==> src/rtl/debounce_sync.sv <==
// Debouncer for a raw asynchronous level: two-flop synchronizer, stability-qualified
// registered level with complement, and one-cycle rise/fall pulses.
module debounce_sync #(
  parameter int unsigned STABLE_CYCLES = 4,
  parameter int unsigned CNT_W         = 4
) (
  input  logic clk,
  input  logic rst,
  input  logic d_raw,
  output logic q,
  output logic qn,
  output logic rise,
  output logic fall
);

  typedef enum logic [1:0] {
    ST_LO   = 2'd0,
    PEND_HI = 2'd1,
    ST_HI   = 2'd2,
    PEND_LO = 2'd3
  } state_t;

  localparam logic [CNT_W-1:0] CNT_LAST = CNT_W'(STABLE_CYCLES - 1);
  localparam logic [CNT_W-1:0] CNT_ONE  = CNT_W'(1);
  localparam bit               DIRECT   = (STABLE_CYCLES == 1);

  logic             s1;
  logic             s2;
  state_t           state;
  logic [CNT_W-1:0] cnt;

  // Synchronizer, qualifier FSM and registered outputs; reset wins over everything.
  always_ff @(posedge clk) begin
    if (!rst) begin
      s1    <= 1'b0;
      s2    <= 1'b0;
      state <= ST_LO;
      cnt   <= '0;
      q     <= 1'b0;
      qn    <= 1'b1;
      rise  <= 1'b0;
      fall  <= 1'b0;
    end else begin
      s1   <= d_raw;
      s2   <= s1;
      rise <= 1'b0;
      fall <= 1'b0;
      case (state)
        ST_LO: begin
          cnt <= '0;
          if (s2) begin
            if (DIRECT) begin
              state <= ST_HI;
              q     <= 1'b1;
              qn    <= 1'b0;
              rise  <= 1'b1;
            end else begin
              state <= PEND_HI;
              cnt   <= CNT_ONE;
            end
          end
        end
        PEND_HI: begin
          if (!s2) begin
            state <= ST_LO;
            cnt   <= '0;
          end else if (cnt == CNT_LAST) begin
            state <= ST_HI;
            q     <= 1'b1;
            qn    <= 1'b0;
            rise  <= 1'b1;
            cnt   <= '0;
          end else begin
            cnt <= cnt + CNT_ONE;
          end
        end
        ST_HI: begin
          cnt <= '0;
          if (!s2) begin
            if (DIRECT) begin
              state <= ST_LO;
              q     <= 1'b0;
              qn    <= 1'b1;
              fall  <= 1'b1;
            end else begin
              state <= PEND_LO;
              cnt   <= CNT_ONE;
            end
          end
        end
        PEND_LO: begin
          if (s2) begin
            state <= ST_HI;
            cnt   <= '0;
          end else if (cnt == CNT_LAST) begin
            state <= ST_LO;
            q     <= 1'b0;
            qn    <= 1'b1;
            fall  <= 1'b1;
            cnt   <= '0;
          end else begin
            cnt <= cnt + CNT_ONE;
          end
        end
        default: begin
          state <= ST_LO;
          cnt   <= '0;
        end
      endcase
    end
  end

endmodule

==> config.mk <==
export PLATFORM = sky130hd
export DESIGN_NAME = debounce_sync
export DESIGN_NICKNAME = d
export VERILOG_FILES = /design/src/rtl/debounce_sync.sv
export SDC_FILE = /design/constraint.sdc
export NUM_CORES = 1
export LEC_CHECK = 0
export BUFFER_PORTS_ARGS = -buffer_cell sky130_fd_sc_hd__buf_2
export CAP_MARGIN = 5
export CORE_AREA = 2 2 39 41
export DETAILED_ROUTE_END_ITERATION = 16
export DIE_AREA = 0 0 41 43
export PLACE_DENSITY = 0.55
export SLEW_MARGIN = 10
export SYNTH_ARGS = -nofsm -noshare
export SYNTH_HDL_FRONTEND = slang
export SYNTH_SLANG_ARGS = --single-unit
==> constraint.sdc <==
create_clock -name clk -period 2.2 [get_ports clk]
set_clock_uncertainty 0.1 [all_clocks]
set_input_delay 0.66 -clock clk [delete_from_list [all_inputs] [get_ports clk]]
set_output_delay 0.66 -clock clk [all_outputs]
set_load 0.005 [all_outputs]
# == After elaboration in Yosys (flattened, before gate mapping) ==
# Index checks and enable logic that the tools add are counted.
# word_totals
input_bits,3
output_inout_bits,4
reg_bits,12
word_cells,51
# op_classes
reduce_logical,6
n_mux,22
n_addsub,1
n_eq_ne,12
bitwise_logic,2
# ops
operator,count
4-bit case mux with 4 select lines,1
2-bit two-way mux,6
4-bit two-way mux,3
2-bit != test (second input constant),6
1-bit two-way mux,9
2-bit case mux with 4 select lines,1
3-bit != test (second input constant),2
5-bit AND reduction,1
4-bit by 1-bit adder with 4-bit output (second input constant),1
2-bit equality test (second input constant),2
4-bit by 2-bit equality test with 1-bit output (second input constant),1
1-bit case mux with 2 select lines,2
4-bit AND reduction,1
3-bit AND reduction,1
3-bit OR reduction,1
2-bit by 1-bit equality test with 1-bit output (second input constant),1
2-bit logical NOT,1
1-bit inverter,2
2-bit nonzero test,1

# == Depth between registers and ports, before layout ==
# depth
word_depth,4
ltp_mapped,5
depth_no_buf,4

# == Worst setup path after synthesis ==
# OpenSTA, ideal clock, no wires.
# synth_timing
path_kind,reg-to-reg
startpoint,reg cnt[0]
endpoint,reg q
t_required_ns,1.985
setup_ns,0.115
path_buffers,1
setup_slack_ns,0.854
synth_period_minus_slack_ns,1.346
path_stages_with_launch,6
arrival_ns,1.131
cell_sequence,dfxtp_1 ha_1 and4bb_2 buf_6 mux2i_1 o21a_1
# synth_via
elab_chain_cells,3
word_cells_on_any_way,4
classes_between,3 x eq/ne; 1 x reduce/logical
# synth_rtl
element,line,text
"start, declared",30,logic [CNT_W-1:0] cnt;
"start signal, assigned",74,cnt <= cnt + CNT_ONE;
"start signal, assigned",102,cnt <= cnt + CNT_ONE;
4-bit by 2-bit equality test with 1-bit output (*),"67, 95",
2-bit != test (no source line),n/a,
5-bit AND reduction (no source line) (*),n/a,
"end signal, assigned",69,q <= 1'b1;
"end signal, assigned",82,q <= 1'b0;
"end signal, assigned",97,q <= 1'b0;
"end, declared",10,"output logic q,"
# Every way passes the cells marked *; elsewhere a longest branch is shown, timed or not.
# A chain may end at the register's enable or synchronous reset.

# == Worst setup path in the final report ==
# layout_timing
startpoint,reg qn
endpoint,out qn
# layout_lines
element,line,text
"start, declared",11,"output logic qn,"
"start signal, assigned",40,qn <= 1'b1;
"start signal, assigned",55,qn <= 1'b0;
"start signal, assigned",70,qn <= 1'b0;
# No word-level cell between the ends.

==> Implementation_results.wiki <==
{| class="wikitable"
! Metric !! Value
|-
| Result of the run || finished, final reports clean
|-
| Growth of design area from synthesis to finish || 16.3%
|-
| Floorplan Core Area || 1380 um^2
|-
| Worst reg-to-reg setup slack || 810 ps
|-
| Total negative slack || 0 ps
|-
| Sequential cell area in the final layout || 240 um^2
|-
| Critical path startpoint category || register
|-
| CP Class || register to output pin
|-
| Fmax achieved || 664 MHz
|-
| Cell count after synthesis || 47
|-
| Setup repair bufs after CTS || 0
|-
| Largest net degree at the start of global routing || 9
|-
| Leftover overflow at the end of global routing || 0
|-
| Reg-to-reg startpoint || cnt[0]$_SDFF_PN0_
|-
| CP Max Fanout || 3
|-
| Total track usage || 10.8%
|-
| Global-route wire length before repair || 1160 um
|-
| Synthesis warning total || 0
|-
| Area share of the largest cell type after synthesis || 52.3%
|-
| Master of the slowest instance on the critical path || dfxtp_1
|-
| Required time reported for the critical path endpoint || 1440 ps
|-
| Arrival @ worst endpoint || 750 ps
|-
| Leak pwr || 0.223 nW
|-
| Final standard cell area without fillers || 534 um^2
|-
| Via density || 4.56
|-
| Post-route ant nets || 0
|-
| Initial DRT Pass Iterations || 3
|-
| Via count of the first global-routing pass || 277
|-
| Path type of the worst min-delay path || register to register
|-
| Number of pins exceeding their max-slew limit in the final report || 0
|-
| Net Count, Synth || 51
|-
| Max-capacitance violation count || 0
|-
| Count of filler cells inserted in the layout || 142
|-
| Cell Area, Placed || 498 um^2
|-
| Sequential-to-total area share from yosys stat || 52.3%
|-
| H-tree depth || 1
|-
| Headroom to the max-slew limit || 88.1%
|-
| Cell depth of the worst flop-to-flop path || 4
|-
| Hold Worst Slack || 336 ps
|-
| Worst slew pin tran || 179 ps
|-
| Destination of the critical timing path || qn
|-
| # DRC || 0
|-
| CP top delay family || flip-flops
|-
| Number of port buffers || 6
|-
| Total standard cell area after synthesis || 459 um^2
|-
| Vias || 328
|-
| Largest cells by area after synthesis || dfxtp_1 (52%), mux2i_1 (6.5%), a21oi_1 (4.4%)
|-
| Unrepaired setup endpoints after global routing || no
|-
| Share of the clock period used by the worst path after layout || 68.4%
|-
| Post-route minimum period || 1510 ps
|-
| Initial Utilization || 33.2%
|-
| Mean area per synthesized cell || 9.77 um^2
|-
| Worst IR Drop VDD || 0.360 mV
|-
| Highest cell delay on the worst timing path || 360 ps
|-
| Violation count after the first detailed-route iteration || 3
|-
| Routed wire length per instance || 9.54 um
|-
| Count of cell types in the netlist || 18
|-
| Cell breakdown of the critical path || buf_2
|-
| Top-Level Pins || 7
|-
| Clock latency of the later-clocked register in the worst-skew pair || 270 ps
|-
| Die area || 1760 um^2
|-
| Number of standard-cell rows in the floorplan || 14
|-
| Chip width || 41 um
|-
| Antenna fix cells || 0
|-
| Root buffer selected by CTS || clkbuf_4
|-
| Total power density per cell area || 747 nW/um^2
|-
| WP depth || 1
|-
| Clk sinks || 12
|-
| Category of the worst setup path capture point || output pin
|-
| Floorplan die height || 43 um
|-
| Final WL || 687 um
|-
| Critical Path Start || qn$_SDFFE_PN1P_
|-
| Total Nets Final || 61
|-
| Detailed placer's ending HPWL || 477 um
|-
| Final Hold Vio Count || 0
|-
| Initial antenna violation count || 0
|-
| CTS tree || done
|-
| Fraction of final layout cells with drive strength greater than 1 || 19.6%
|-
| Largest area contributor in the synthesized netlist || dfxtp_1
|-
| Hold buffer count at CTS || 0
|-
| CTS clock-pin slew for the worst setup and hold paths || 70 ps
|-
| Register bit total from synthesis || 12
|-
| Area of combinational cells with multiple inputs || 193 um^2
|-
| Maximum clock insertion buffer count || 2
|-
| Post-CTS Resized || 0
|-
| Weighted congestion reported at the end of routability-driven placement || 0.720
|-
| Cts bufs inserted || 3
|-
| Total of endpoints with negative setup slack in the final report || 0
|-
| Worst Path Buf+Inv || 1
|}
[how the worst min path moves through the flow]
stage,start,to,slack [ps],cells past startpoint
after floorplan,s1$_SDFF_PN0_,s2$_SDFF_PN0_,310,1
after global placement,s1$_SDFF_PN0_,s2$_SDFF_PN0_,310,1
after detailed placement,s1$_SDFF_PN0_,s2$_SDFF_PN0_,320,1
after CTS,s1$_SDFF_PN0_,s2$_SDFF_PN0_,340,1
after global routing,s1$_SDFF_PN0_,s2$_SDFF_PN0_,360,1
final,s1$_SDFF_PN0_,s2$_SDFF_PN0_,340,1
[stage by stage]
step           worst slack (ps)  utilization (%)  std cells  power (mW)
2_1_floorplan               854                -         47       0.230
3_3_place_gp                853             36.0         68       0.234
3_5_place_dp                824             36.0         68       0.234
4_1_cts                     673             38.6         72       0.409
5_1_grt                     617             38.6         72       0.424
6_report                    695             38.6         72       0.399
[cell usage in the layout (no fill, tap or decap), drive strengths merged]
cell type,synthesis,final
o21a,1,1
nor2,5,5
inv,4,4
buf,1,6
nor3,1,1
xor2,2,2
dfxtp,12,12
mux2i,3,3
and2,3,3
nand3b,1,1
nand2,2,2
nand2b,2,2
a21oi,4,4
a21o,1,1
ha,1,1
nand3,2,2
clkbuf,0,4
and4bb,1,1
o21ai,1,1
[flip-flops by register name, summed over array words and instances, names as in the netlist, named ones only]
signal and count:
cnt 4, fall 1, q 1, qn 1, rise 1, s1 1, s2 1, state 1
[synthesized netlist by cell type]
master and n:
nand2_1 2, inv_1 4, a21oi_1 4, a21o_1 1, nand3b_1 1, and2_1 3
and4bb_2 1, xor2_1 2, nand3_1 2, o21a_1 1, buf_6 1, o21ai_0 1
dfxtp_1 12, mux2i_1 3, nor2_1 5, nor3_1 1, nand2b_1 2, ha_1 1
[layer usage]
layer / global-route usage (%) / up-vias / routed length, um
met5: 0 / - / 0
met4: 6.00 / 0 / 10
met3: 9.42 / 2 / 50
met2: 13.1 / 7 / 290
met1: 12.4 / 148 / 336
li1: - / 171 / -
[logic make-up after synthesis]
kind of cell               after synthesis  synth area share, %
AOI/OAI and AO/OA                        7                 8.72
xor gates and xnor gates                 2                 3.82
adders and majority gates                1                 2.72
buffers and inverters                    5                 5.72
DFF                                     12                 52.3
muxes                                    3                 6.54
and+or+nand+nor                         17                 20.2
[final cells by class]
| type | instances | area share (%) |
|---|---|---|
| sequential | 12 | 45.0 |
| multi-input combinational | 30 | 36.1 |
| clock buffer | 4 | 6.79 |
| timing repair buffer | 6 | 5.62 |
| tap | 16 | 3.75 |
| inverter | 4 | 2.81 |
[power breakdown]
part	internal, mW	leakage (nW)	switching, mW
clock network	0.101	0.0210	0.0694
registers	0.220	0.0973	0.00164
logic	0.00357	0.105	0.00430
Power figures use the tool's default switching activity.
